[src/rtl/reshape_pkg.sv]
// Shared encodings for the reshape command path: one-hot op codes, scheduler states, default widths.
package reshape_pkg;

  localparam int CFG_W_DEF = 32;

  localparam logic [3:0] OP_CONCAT   = 4'b0001;
  localparam logic [3:0] OP_SPLIT    = 4'b0010;
  localparam logic [3:0] OP_MAXPOOL  = 4'b0100;
  localparam logic [3:0] OP_UPSAMPLE = 4'b1000;

  typedef enum logic [2:0] {
    ST_IDLE,
    ST_LOAD,
    ST_ISSUE,
    ST_WAIT2,
    ST_KICK,
    ST_RUN,
    ST_DONE
  } state_t;

  function automatic logic is_onehot4(input logic [3:0] op);
    return (op != 4'd0) && ((op & (op - 4'd1)) == 4'd0);
  endfunction

endpackage

[src/rtl/reshape_cmd_fifo.sv]
// Synchronous first-word-fall-through command FIFO with flush; accepts a push while full if a pop
// happens in the same cycle.
module reshape_cmd_fifo #(
  parameter int DEPTH = 4,
  parameter int W     = 132
) (
  input  logic         clk,
  input  logic         rst,
  input  logic         flush,
  input  logic         push,
  input  logic [W-1:0] din,
  input  logic         pop,
  output logic [W-1:0] dout,
  output logic         full,
  output logic         empty
);

  localparam int AW = $clog2(DEPTH);

  logic [W-1:0] mem [DEPTH];
  logic [AW:0]  wr_ptr, rd_ptr;
  logic         do_push, do_pop;

  assign empty   = (wr_ptr == rd_ptr);
  assign full    = (wr_ptr[AW] != rd_ptr[AW]) && (wr_ptr[AW-1:0] == rd_ptr[AW-1:0]);
  assign do_pop  = pop && !empty;
  assign do_push = push && (!full || do_pop);
  assign dout    = mem[rd_ptr[AW-1:0]];

  always_ff @(posedge clk or posedge rst) begin
    if (rst) begin
      wr_ptr <= '0;
      rd_ptr <= '0;
    end else if (flush) begin
      wr_ptr <= '0;
      rd_ptr <= '0;
    end else begin
      if (do_push) wr_ptr <= wr_ptr + 1'b1;
      if (do_pop)  rd_ptr <= rd_ptr + 1'b1;
    end
  end

  // Storage needs no reset; the pointers define validity.
  always_ff @(posedge clk) begin
    if (do_push && !flush) mem[wr_ptr[AW-1:0]] <= din;
  end

endmodule

[src/rtl/reshape_cmd_scheduler.sv]
// Runs queued reshape commands one at a time: load config, pulse op, kick DMA, wait for stream end
// and write-back, retire. Includes event capture, watchdog and abort flush.
module reshape_cmd_scheduler
  import reshape_pkg::*;
#(
  parameter int CMD_DEPTH = 4,
  parameter int CFG_W     = CFG_W_DEF,
  parameter int TMO_W     = 20
) (
  input  logic               clk,
  input  logic               rst,
  input  logic               cmd_valid,
  output logic               cmd_ready,
  input  logic [3:0]         cmd_op,
  input  logic [4*CFG_W-1:0] cmd_cfg,
  input  logic [TMO_W-1:0]   tmo_limit,
  input  logic               abort,
  output logic [3:0]         control_reshape,
  output logic [CFG_W-1:0]   reg_4,
  output logic [CFG_W-1:0]   reg_5,
  output logic [CFG_W-1:0]   reg_6,
  output logic [CFG_W-1:0]   reg_7,
  output logic               dma_rd_start,
  output logic               dma_rd2_start,
  output logic               dma_wr_start,
  input  logic               reshape_last,
  input  logic               wr_done,
  output logic               busy,
  output logic               cmd_done,
  output logic [15:0]        done_cnt,
  output logic               err_bad_op,
  output logic               err_tmo
);

  localparam int FW = 4 + 4*CFG_W;

  state_t             state_q, state_d;
  logic [FW-1:0]      fifo_dout;
  logic               fifo_full, fifo_empty;
  logic               push, pop;
  logic [3:0]         op_q;
  logic [4*CFG_W-1:0] cfg_q;
  logic               wait_q;
  logic               seen_last, seen_wr;
  logic               last_any, wr_any, evt_both;
  logic [TMO_W-1:0]   wdog;
  logic               tmo_fire, tmo_q;

  assign pop       = (state_q == ST_IDLE) && !fifo_empty && !abort;
  // A pop in the same cycle frees a slot, so a full FIFO can still accept.
  assign cmd_ready = !fifo_full || pop;
  assign push      = cmd_valid && cmd_ready && !abort;
  assign busy      = (state_q != ST_IDLE) || !fifo_empty;

  assign last_any  = seen_last || reshape_last;
  assign wr_any    = seen_wr || wr_done;
  assign evt_both  = last_any && wr_any;
  assign tmo_fire  = (tmo_limit != '0) && (wdog == tmo_limit - 1'b1);

  reshape_cmd_fifo #(
    .DEPTH (CMD_DEPTH),
    .W     (FW)
  ) u_fifo (
    .clk   (clk),
    .rst   (rst),
    .flush (abort),
    .push  (push),
    .din   ({cmd_op, cmd_cfg}),
    .pop   (pop),
    .dout  (fifo_dout),
    .full  (fifo_full),
    .empty (fifo_empty)
  );

  always_comb begin
    state_d         = state_q;
    control_reshape = 4'd0;
    dma_rd_start    = 1'b0;
    dma_rd2_start   = 1'b0;
    dma_wr_start    = 1'b0;
    cmd_done        = 1'b0;
    case (state_q)
      ST_IDLE:  if (!fifo_empty) state_d = ST_LOAD;
      ST_LOAD:  state_d = is_onehot4(op_q) ? ST_ISSUE : ST_IDLE;
      ST_ISSUE: begin
        control_reshape = op_q;
        state_d         = ST_WAIT2;
      end
      ST_WAIT2: if (wait_q) state_d = ST_KICK;
      ST_KICK: begin
        dma_rd_start  = 1'b1;
        dma_wr_start  = 1'b1;
        dma_rd2_start = (op_q == OP_CONCAT);
        state_d       = ST_RUN;
      end
      ST_RUN:   if (evt_both || tmo_fire) state_d = ST_DONE;
      ST_DONE: begin
        cmd_done = !tmo_q;
        state_d  = ST_IDLE;
      end
      default:  state_d = ST_IDLE;
    endcase
    if (abort) begin
      state_d         = ST_IDLE;
      control_reshape = 4'd0;
      dma_rd_start    = 1'b0;
      dma_rd2_start   = 1'b0;
      dma_wr_start    = 1'b0;
      cmd_done        = 1'b0;
    end
  end

  always_ff @(posedge clk or posedge rst) begin
    if (rst) begin
      state_q    <= ST_IDLE;
      op_q       <= 4'd0;
      cfg_q      <= '0;
      wait_q     <= 1'b0;
      seen_last  <= 1'b0;
      seen_wr    <= 1'b0;
      wdog       <= '0;
      tmo_q      <= 1'b0;
      reg_4      <= '0;
      reg_5      <= '0;
      reg_6      <= '0;
      reg_7      <= '0;
      done_cnt   <= 16'd0;
      err_bad_op <= 1'b0;
      err_tmo    <= 1'b0;
    end else if (abort) begin
      state_q   <= ST_IDLE;
      seen_last <= 1'b0;
      seen_wr   <= 1'b0;
    end else begin
      state_q <= state_d;
      if (pop) begin
        op_q  <= fifo_dout[FW-1 -: 4];
        cfg_q <= fifo_dout[4*CFG_W-1:0];
      end
      case (state_q)
        ST_LOAD: begin
          reg_4 <= cfg_q[0*CFG_W +: CFG_W];
          reg_5 <= cfg_q[1*CFG_W +: CFG_W];
          reg_6 <= cfg_q[2*CFG_W +: CFG_W];
          reg_7 <= cfg_q[3*CFG_W +: CFG_W];
          if (!is_onehot4(op_q)) err_bad_op <= 1'b1;
        end
        ST_ISSUE: wait_q <= 1'b0;
        ST_WAIT2: wait_q <= 1'b1;
        ST_KICK: begin
          seen_last <= 1'b0;
          seen_wr   <= 1'b0;
          wdog      <= '0;
          tmo_q     <= 1'b0;
        end
        ST_RUN: begin
          seen_last <= last_any;
          seen_wr   <= wr_any;
          wdog      <= wdog + 1'b1;
          // Completion in the same cycle as the watchdog wins.
          if (tmo_fire && !evt_both) begin
            err_tmo <= 1'b1;
            tmo_q   <= 1'b1;
          end
        end
        ST_DONE: if (!tmo_q) done_cnt <= done_cnt + 16'd1;
        default: ;
      endcase
    end
  end

endmodule

[config.mk]
export PLATFORM = sky130hd
export DESIGN_NAME = reshape_cmd_scheduler
export DESIGN_NICKNAME = d
export VERILOG_FILES = /design/src/rtl/reshape_pkg.sv /design/src/rtl/reshape_cmd_fifo.sv /design/src/rtl/reshape_cmd_scheduler.sv
export SDC_FILE = /design/constraint.sdc
export NUM_CORES = 1
export LEC_CHECK = 0
export BUFFER_PORTS_ARGS = -buffer_cell sky130_fd_sc_hd__buf_2
export CORE_MARGIN = 2
export CORE_UTILIZATION = 61
export CTS_CLUSTER_SIZE = 12
export DETAILED_ROUTE_END_ITERATION = 10
export GPL_TIMING_DRIVEN = 0
export MAX_ROUTING_LAYER = met4
export PLACE_DENSITY = 0.82
export SYNTH_ARGS = -nofsm -noshare
export SYNTH_HDL_FRONTEND = slang
export SYNTH_SLANG_ARGS = --single-unit
[constraint.sdc]
create_clock -name clk -period 17.7 [get_ports clk]
set_input_delay 0 -clock clk [delete_from_list [all_inputs] [get_ports clk]]
set_output_delay 0 -clock clk [all_outputs]
set_load 0.03 [all_outputs]
==> results of run 1 <==
-- layout make-up --
cell class	count	area (µm²)
clock buffer	146	2460
clock inverter	10	81.3
antenna	11	27.5
sequential	839	23600
timing repair buffer	458	3210
buffer	73	332
fill	2872	13000
inverter	20	82.6
tap	680	851
multi-input combinational	704	7970
-- critical path, stage by stage, from the launching register on --
cell      delay, ns
dfrtp_1        0.35
clkbuf_1       0.62
xnor2_1        0.25
a311oi_2       0.56
nor3_1         0.11
nor3b_2        0.39
and2_4         0.58
buf_16         0.37
buf_16         0.33
-- placed cells by master (no fill, tap or decap), drive strengths merged, types with 9 or more instances in the layout --
| cell type | instances |
|---|---|
| and2 | 9 |
| nand3 | 12 |
| or3 | 12 |
| nand4 | 15 |
| edfxtp | 528 |
| mux4 | 132 |
| buf | 347 |
| xor2 | 22 |
| dlygate4sd3 | 137 |
| dfrtp | 311 |
| nand2 | 36 |
| inv | 23 |
| nor2 | 41 |
| a21oi | 20 |
| xnor2 | 29 |
| nor3 | 11 |
| clkbuf | 193 |
| diode | 11 |
| mux2 | 261 |
| ha | 9 |
| o21ai | 21 |
-- through the flow --
| stage | power, mW | hold WS (ns) | utilization [%] | area, µm² | setup slack, ns |
|---|---|---|---|---|---|
| after floorplan | 3.75 | 0.0989 | - | 32000 | 9.10 |
| after global placement | 4.19 | 0.209 | 66.7 | 34400 | 5.21 |
| after detailed placement | 4.26 | 0.174 | 67.3 | 34700 | 13.73 |
| after CTS | 5.95 | 0.0584 | 74.8 | 38600 | 13.71 |
| after global routing | 6.17 | 0.116 | 74.9 | 38600 | 13.47 |
| final | 5.94 | 0.0623 | 74.9 | 38700 | 13.71 |
-- worst min path at each step --
stage                            from           endpoint  slack [ns]  depth (start not counted)
after global routing              rst          reg_6[20]        0.12                          3
after global placement    cmd_cfg[91]  u_fifo.mem[3][91]        0.21                          1
after detailed placement          rst          reg_6[21]        0.17                          2
final                             rst          reg_6[21]        0.06                          3
after CTS                         rst          cfg_q[77]        0.06                          3
after floorplan            cmd_cfg[0]   u_fifo.mem[0][0]         0.1                          0
-- kinds of logic (layout without fill, tap and decap cells) --
logic type	after synthesis	count (layout)
AOI/OAI and AO/OA	75	75
xor gates and xnor gates	51	51
adders and majority gates	9	9
buffers and inverters	93	707
DFF	839	839
muxes	396	396
other	0	11
and+or+nand+nor	173	173
-- layer usage --
layer  part of all wire [%]  routed length [µm]
met1                     38               27200
met2                     52               37100
met3                    7.0                5000
met4                    3.4                2410
met5                      0                   0
-- cells in the mapped netlist, types with 4 or more instances --
master,count
a21o_1,4
a21oi_1,20
and2_1,9
and3_1,4
buf_2,13
buf_4,9
clkbuf_1,47
dfrtp_1,311
edfxtp_1,528
ha_1,9
inv_1,20
mux2_2,261
mux4_2,132
nand2_1,36
nand2b_1,5
nand3_1,12
nand4_1,14
nor2_1,41
nor3_1,11
nor4_1,4
o21ai_0,21
or2_2,4
or3_1,12
xnor2_1,29
xor2_1,22
-- registers in the layout (all words and copies together), names as in the netlist, 4 cells and up --
| name | flops |
|---|---|
| wdog | 20 |
| reg_4 | 32 |
| u_fifo.mem | 528 |
| cfg_q | 128 |
| reg_7 | 32 |
| reg_6 | 32 |
| op_q | 4 |
| reg_5 | 32 |
| done_cnt | 16 |
-- power by group through the flow --
stage               clock (mW)  combinational (mW)  sequential [mW]
finish                    1.65                1.63             2.65
global placement             0                1.53             2.66
detailed placement           0                1.58             2.67
CTS                       1.68                1.63             2.64
floorplan                    0               0.832             2.92
global route              1.76                1.73             2.69
==> flow_summary.ini, run 1 <==
[yosys]
synthesis.area_um2 = 32000
synth_xor_area_share_pct = 1.40
synthSimpleGateAreaFrac_pct = 2.99
ys_ff_latch = 839
synthesis.nets = 1803
muxShareOfSynthArea_pct = 18.6
synth_top_cell_by_area = edfxtp_1
synth.distinct_cells = 59
synth-main-ff-cell = edfxtp_1
syn_inst = 1636
synthAdderAreaFrac_pct = 0.352
async_reset_ff_share_pct = 37.1
synth_top_area_share_pct = 49.5
synth_edf_count = 528
syn_avg_cell_area_um2 = 19.6
yosys-top-cells-area = edfxtp_1 50%, dfrtp_1 24%, mux4_2 9.3%, mux2_2 9.2%, xnor2_1 0.79%
synth_top_family_by_area = multiplexers
synth_compound_area_share_pct = 1.56
synth_seq_area_share_pct = 73.9
ys_warn_count = 0

[global_routing]
grt.total_usage_pct = 28.2
grt_use_met1_pct = 34.8
grt_max_degree = 123
gr-total-overflow = 0
antenna_found_initial = 9
busiest_layer = met2
grt_util_met2_pct = 46.2
grt_pass1_vias = 18600
met3_usage_pct = 6.16
grt_pass1_wl_um = 110000

[setup_path]
rrSetupSlack_ns = 13.71
crit_path_start_kind = flip-flop
rr_startpoint = u_fifo.rd_ptr[1]
startpoint = u_fifo.rd_ptr[1]
crit_type = flip-flop to flip-flop
rr_worst_depth = 8
cp.required_ns = 17.99
crit_path_end_kind = flip-flop
arrival_ns = 4.28
r2r-end = u_fifo.mem[3][34]
critPathMaxFanout = 54
critPathCapture = u_fifo.mem[3][34]

[power_and_ir_drop]
power_density_nw_per_um2 = 154
ir_drop_v = 0.000120
clkPwrFrac_pct = 27.9
switching_share_pct = 30.8
p_seq_share_pct = 44.7
leakage_nw = 14.5
intPower_mw = 4.11
power_frac_comb_pct = 27.4
switchingPower_mw = 1.83

[clock_tree]
cts_max_level = 3
insertion_delay_ns = 0.63
cts_resized = 0
cts_setup_buffers = 0
ctsHoldBuffers = 137
clk_path_buf_depth = 3
root_buffer = clkbuf_16
numClockSinks = 839
cts_buffers = 84
cts_tree = yes
clk_pin_slew_worst_paths_ns = 0.06

[floorplanning]
io-pin-count = 314
die_w_um = 233
die_h_um = 233
initial_utilization_pct = 62.0
rows = 83
die_area_um2 = 54300
core_area_um2 = 51600

[hold_path]
hp-class = input pin to asynchronous set/reset pin

[drt]
via_per_inst = 5.87
wire_per_inst_um = 24.4
num_vias = 17300
routed_wl_um = 71700
drtIter0Drc = 1143
ant_nets = 0
drc_errors = 0
firstDrtPassIters = 5

[place]
gp_congestion = 0.858
port_buffers = 310
place_hpwl_um = 42400
dp_cells = 2637

[sta]
tns_ns = 0
period_share_pct = 22.5
min_period_ns = 3.99
fmax_ghz = 0.251
worst_slew_pin_slew_ns = 1.10
clock_skew_ns = 0.0240
rsz0062_at_grt = no
finalHoldViolCount = 0
setup-violations-final = 0
relSlewSlack_pct = 26.9
drv_slew = 0

[status]
run_status = finished, final reports clean

[finish]
syn2layout_area_growth_pct = 20.8
drive_gt1_share_pct = 38.1
finalNonFillerCells = 2941
final_nets = 2347

[flow_run]
drv_cap = 0
Power figures use the tool's default switching activity.
==> run 2: changes to the inputs <==
ABC_AREA = 1   (was not set)
CORE_UTILIZATION = 59   (was 61)
PLACE_DENSITY = 0.8   (was 0.82)
clock period = 4.1 ns   (was 17.7 ns; I/O delays follow)
==> run 2 against run 1 <==
  * Clock power rose to 4.5 times the previous value
  * Final cell count grew 43%
  * Non-clock buffer count rose by 99
  * Power grew to 4.5 times the previous value
  * Via count up 41%
  * First-iteration DRC count rose by 120%
  * Clock skew is 0.0079 ns lower
  * Critical endpoint is now u_fifo.mem[0][79]
  * Clock-buffer cell count increased by 2
  * Global-route usage grew 3.7 points
  * Worst setup slack got worse by 13 ns
==> flow_summary.ini, run 2 <==
[status]
run_status = finished, final reports clean

[floorplanning]
initial_utilization_pct = 59.4
die_area_um2 = 57000
core_area_um2 = 54800
rows = 86
die_w_um = 239
io-pin-count = 314
die_h_um = 239

[yosys]
ys_ff_latch = 839
syn_avg_cell_area_um2 = 11.4
syn_inst = 2842
synth-main-ff-cell = edfxtp_1
yosys-top-cells-area = edfxtp_1 49%, dfrtp_1 24%, nor2_1 7.9%, nand2_1 5.5%, o21ai_0 5.0%
synthesis.nets = 3009
synthesis.area_um2 = 32500
synth_top_area_share_pct = 48.8
synth.distinct_cells = 43
synth_top_cell_by_area = edfxtp_1
ys_warn_count = 0
synth_edf_count = 528
synth_seq_area_share_pct = 72.7
ys_top_cells_by_count = 682 x nor2_1, 528 x edfxtp_1, 476 x nand2_1, 328 x o21ai_0, 311 x dfrtp_1
yosysMostFrequentCell = nor2_1
async_reset_ff_share_pct = 37.1

[clock_tree]
cts_buffers = 84
root_buffer = clkbuf_16
insertion_delay_ns = 0.63
cts_tree = yes
cts_resized = 0
cts_max_level = 3
cts_setup_buffers = 0
clk_pin_slew_worst_paths_ns = 0.06
numClockSinks = 839
clk_path_buf_depth = 3

[finish]
largest_reg_flops = 528
drive_gt1_share_pct = 14.7
final_common_cell = nor2_1
final_cell_mix = 678 x nor2_1, 528 x edfxtp_1, 476 x nand2_1
syn2layout_area_growth_pct = 22.1
finalNonFillerCells = 4202
fin_area_um2 = 39700
final_nets = 3578

[power_and_ir_drop]
p_seq_share_pct = 42.2
switching_share_pct = 36.6
power_density_nw_per_um2 = 679
power_frac_comb_pct = 30.2
ir_drop_v = 0.000475
leakage_nw = 16.1
switchingPower_mw = 9.87
p_total_mw = 27.0
clkPwrFrac_pct = 27.6
intPower_mw = 17.1

[drt]
ant_nets = 0
num_vias = 24400
via_per_inst = 5.81
drtIter0Drc = 2541
routed_wl_um = 88300
drc_errors = 0
wire_per_inst_um = 21.0
firstDrtPassIters = 7

[hold_path]
holdPathStages = 7
hp-class = input pin to flip-flop
min_from = tmo_limit[17]
worstHoldEndpoint = tmo_q

[place]
gp_congestion = 0.881
port_buffers = 312
place_ws_ns = 0.975
detailed_place.area_um2 = 35600
place_hpwl_um = 55400
dp_cells = 3887

[sta]
period_share_pct = 77.2
clock_skew_ns = 0.0161
fmax_ghz = 0.316
worst_slew_pin_slew_ns = 0.992
finalHoldViolCount = 0
setup-violations-final = 0
fin_ws_ns = 0.935
rsz0062_at_grt = no
relSlewSlack_pct = 33.9
drv_slew = 0
min_period_ns = 3.16

[setup_path]
arrival_ns = 3.48
rrSetupSlack_ns = 0.94
crit_path_end_kind = flip-flop
crit_type = flip-flop to flip-flop
crit_path_start_kind = flip-flop
rr_worst_depth = 11
cp.required_ns = 4.41
r2r-end = u_fifo.mem[0][79]
critPathMaxFanout = 27
rr_startpoint = u_fifo.rd_ptr[1]

[flow_run]
drv_cap = 0

[global_routing]
grt_max_degree = 41
grt.total_usage_pct = 31.8
gr-total-overflow = 0
grt_pass1_vias = 24700
grt_pass1_wl_um = 134000
antenna_found_initial = 15
## run 2: cell types whose count changed in the layout (fill, tap and decap cells not counted), sizes merged, moves of 55 or more
cell | before | now
clkbuf | 193 | 248
nand2 | 36 | 481
mux4 | 132 | 0
o21ai | 21 | 328
a31oi | 3 | 108
nor2 | 41 | 694
mux2 | 261 | 1
inv | 23 | 88
## run 2: metrics by stage
| stage | TNS, ns | hold slack (ns) | util, % |
|---|---|---|---|
| global route | 0 | 0.0789 | 72.5 |
| global placement | -2440.67 | 0.209 | 63.9 |
| floorplan | -523.34 | 0.0989 | - |
| finish | 0 | 0.0279 | 72.5 |
| CTS | 0 | 0.000425 | 72.4 |
| detailed placement | 0 | 0.0864 | 65.0 |
## run 2: kinds of logic after synthesis
family,Yosys count,synth area share (%)
AOI/OAI and AO/OA,484,8.01
xor gates and xnor gates,37,1.02
and+or+nand+nor,1236,15.0
muxes,2,0.0654
DFF,839,72.7
buffers and inverters,235,2.91
adders and majority gates,9,0.346
## run 2: worst max-delay path, stage by stage, from the launching register on
cell	delay (ns)
dfrtp_1	0.34
buf_2	0.24
inv_2	0.15
nand2_1	0.09
a21oi_1	0.10
nand2_1	0.07
nand2_1	0.13
nand3_1	0.14
nand3_1	0.35
nor2_4	0.65
buf_12	0.29
buf_12	0.23
## run 2: worst max-delay path by stage
stage	startpoint	to	slack (ns)
finish	u_fifo.rd_ptr[1]	u_fifo.mem[0][79]	0.94
global route	u_fifo.rd_ptr[1]	u_fifo.mem[0][80]	0.76
CTS	u_fifo.rd_ptr[1]	u_fifo.mem[0][75]	0.95
detailed placement	u_fifo.rd_ptr[1]	u_fifo.mem[0][75]	0.98
global placement	u_fifo.rd_ptr[1]	u_fifo.mem[2][108]	-4.13
floorplan	u_fifo.rd_ptr[1]	u_fifo.mem[0][0]	-1.29
## run 2: power groups by stage
| stage | Combinational (mW) | Clock, mW | Sequential [mW] |
|---|---|---|---|
| 6_report | 8.15 | 7.45 | 11.4 |
| 5_1_grt | 8.85 | 7.84 | 11.5 |
| 4_1_cts | 8.01 | 7.47 | 11.3 |
| 3_5_place_dp | 7.79 | 0 | 11.5 |
| 3_3_place_gp | 7.46 | 0 | 11.4 |
| 2_1_floorplan | 3.86 | 0 | 12.5 |
## run 2: layout make-up
type / count / area [µm²]
Clock buffer: 148 / 2540
Sequential cell: 839 / 23600
Antenna cell: 17 / 42.5
Multi-Input combinational cell: 1768 / 7960
Inverter: 88 / 347
Buffer: 147 / 603
Tap cell: 704 / 881
Clock inverter: 8 / 119
Fill cell: 3486 / 15100
Timing Repair Buffer: 483 / 3580
## run 2: timing repair
item | CTS | global route
hold endpoints to repair | 635 | 0
endpoints found under the setup margin | 0 | 0
hold buffers | 142 | 0
## run 2: per-layer routing
layer	part of all wire [%]	wire length (µm)	up-vias	GRT usage, %
met2	50	43700	1430	51.5
met3	9.1	8060	234	6.12
li1	-	-	10900	-
met1	37	33000	11900	39.4
met4	4.0	3500	0	14.2
met5	0	0	-	-
==> run 3: changes to the inputs <==
ABC_AREA = 0   (was 1)
clock period = 3 ns   (was 4.1 ns; I/O delays follow)
==> run 3 against run 2 <==
  * Utilization rose by 0.057 points
  * Worst hold slack better by 0.038 ns
  * Sequential power is 37% higher
  * Clock skew rose by 0.0043 ns
  * Final cell count fell by 29%
  * Cell area decreased by 1.9%
  * First-iteration DRC count shrank 52%
  * Global-route usage down 4.4 points
  * Non-clock buffer count fell by 88
  * Critical path type is now flip-flop to output pin
==> flow_summary.ini, run 3 (synthesized netlist as in run 1, its figures left out) <==
[power_and_ir_drop]
power_frac_comb_pct = 27.4
switchingPower_mw = 10.8
switching_share_pct = 30.7
p_seq_share_pct = 44.2
ir_drop_v = 0.000794
clkPwrFrac_pct = 28.4
power_density_nw_per_um2 = 905
leakage_nw = 14.6
intPower_mw = 24.4
p_total_mw = 35.3

[sta]
rsz0062_at_grt = no
hold_slack_ns = 0.0654
clock_skew_ns = 0.0204
setup-violations-final = 0
fmax_ghz = 0.351
period_share_pct = 94.9
finalHoldViolCount = 0
drv_slew = 0
relSlewSlack_pct = 36.5
min_period_ns = 2.85
worst_slew_pin_slew_ns = 0.953

[floorplanning]
die_area_um2 = 56100
initial_utilization_pct = 59.6
rows = 85
die_w_um = 237
die_h_um = 237
core_area_um2 = 53700
io-pin-count = 314

[hold_path]
hp-class = input pin to flip-flop

[setup_path]
arrival_ns = 2.85
cp_slowest_cell = dfrtp_1
crit_path_start_kind = flip-flop
crit_chain = clkbuf_1 > nor2b_2 > nand2_1 > nor2_4 > clkbuf_2 > buf_4 > buf_2
critPathMaxFanout = 11
crit_path_end_kind = output pin
crit_family = buffers and inverters
crit_type = flip-flop to output pin
cp.required_ns = 3.00
crit_buf_inv = 4
max_stage_delay_ns = 0.34
rrSetupSlack_ns = 0.18

[place]
gp_congestion = 0.841
dp_cells = 2659
place_hpwl_um = 43000
port_buffers = 310

[clock_tree]
cts_tree = yes
insertion_delay_ns = 0.65
clk_path_buf_depth = 3
clk_pin_slew_worst_paths_ns = 0.06
numClockSinks = 839
cts_max_level = 3
cts_buffers = 85
root_buffer = clkbuf_16

[global_routing]
met3_usage_pct = 5.57
gr-total-overflow = 0
grt.total_usage_pct = 27.4
antenna_found_initial = 9
grt_pass1_vias = 18800
grt_max_degree = 51
busiest_layer = met2
grt_use_met1_pct = 33.9
grt_pass1_wl_um = 111000
grt_util_met2_pct = 45.5

[finish]
final_cell_mix = 528 x edfxtp_1, 322 x buf_2, 311 x dfrtp_1
drive_gt1_share_pct = 39.6
syn2layout_area_growth_pct = 21.8
largest_reg_flops = 528
final_nets = 2367
final_util_pct = 72.6
finalNonFillerCells = 2971
final_common_cell = edfxtp_1

[drt]
via_per_inst = 5.87
ant_nets = 0
num_vias = 17400
drc_errors = 0
firstDrtPassIters = 5
routed_wl_um = 73400
wire_per_inst_um = 24.7
drtIter0Drc = 1231

[status]
run_status = finished, final reports clean

[flow_run]
drv_cap = 0
## run 3: cell types whose count changed in the layout (fill, tap and decap cells not counted), sizes merged, moves of 24 or more
cell	change
nor2	-653
nand2	-445
o21ai	-307
mux2	+260
mux4	+132
a31oi	-105
inv	-68
clkbuf	-64
buf	-30
o22ai	-24
## run 3: what timing repair did
| action | CTS | global route |
|---|---|---|
| endpoints found under the hold margin | 574 | 0 |
| cloned | 7 | 2 |
| hold buffers | 136 | 0 |
| buffers inserted | 4 | 4 |
| gates resized for setup | 11 | 21 |
| pin swaps | 5 | 3 |
| endpoints found under the setup margin | 614 | 310 |
## run 3: power by group through the flow
stage / logic (mW) / registers, mW / clock network (mW)
after floorplan: 4.93 / 17.2 / 0
after global placement: 9.07 / 15.6 / 0
after detailed placement: 9.41 / 15.7 / 0
after CTS: 9.68 / 15.6 / 10.1
after global routing: 10.2 / 15.8 / 10.7
final: 9.66 / 15.6 / 10.0
## run 3: final timing paths
check                                  from               end  cells after the start
max in group asynchronous               rst         reg_4[10]                      8
min                                   abort        state_q[1]                      3
min in group asynchronous               rst         reg_7[24]                      3
min reg2reg                    done_cnt[15]      done_cnt[15]                      1
max reg2reg                u_fifo.rd_ptr[1]  u_fifo.wr_ptr[2]                      9
max                              state_q[2]      dma_wr_start                      7
## run 3: cell type report
class,instances,area (µm²)
Sequential cell,839,23600
Antenna cell,9,22.5
Tap cell,696,871
Buffer,73,349
Clock buffer,136,2450
Inverter,20,78.8
Multi-Input combinational cell,712,8070
Timing Repair Buffer,469,3310
Fill cell,3084,14700
Clock inverter,17,185
## run 3: stage by stage
stage               instance area [µm²]  setup TNS (ns)  setup slack, ns
floorplan                         32000         -354.82            -1.14
global placement                  34500        -1760.93            -3.19
detailed placement                34800         -377.41            -1.04
CTS                               38900               0        0.0000802
global route                      39000               0          0.00103
finish                            39000               0            0.152
## run 3: tightest hold or removal path: stages
cell      delay (ns)
clkbuf_1        0.26
inv_1           0.19
o221a_1         0.20
## run 3: layer usage
layer	up-vias	wire, µm
met5	-	0
met4	0	1850
met3	110	4720
met2	622	38200
met1	9161	28600
li1	7544	-
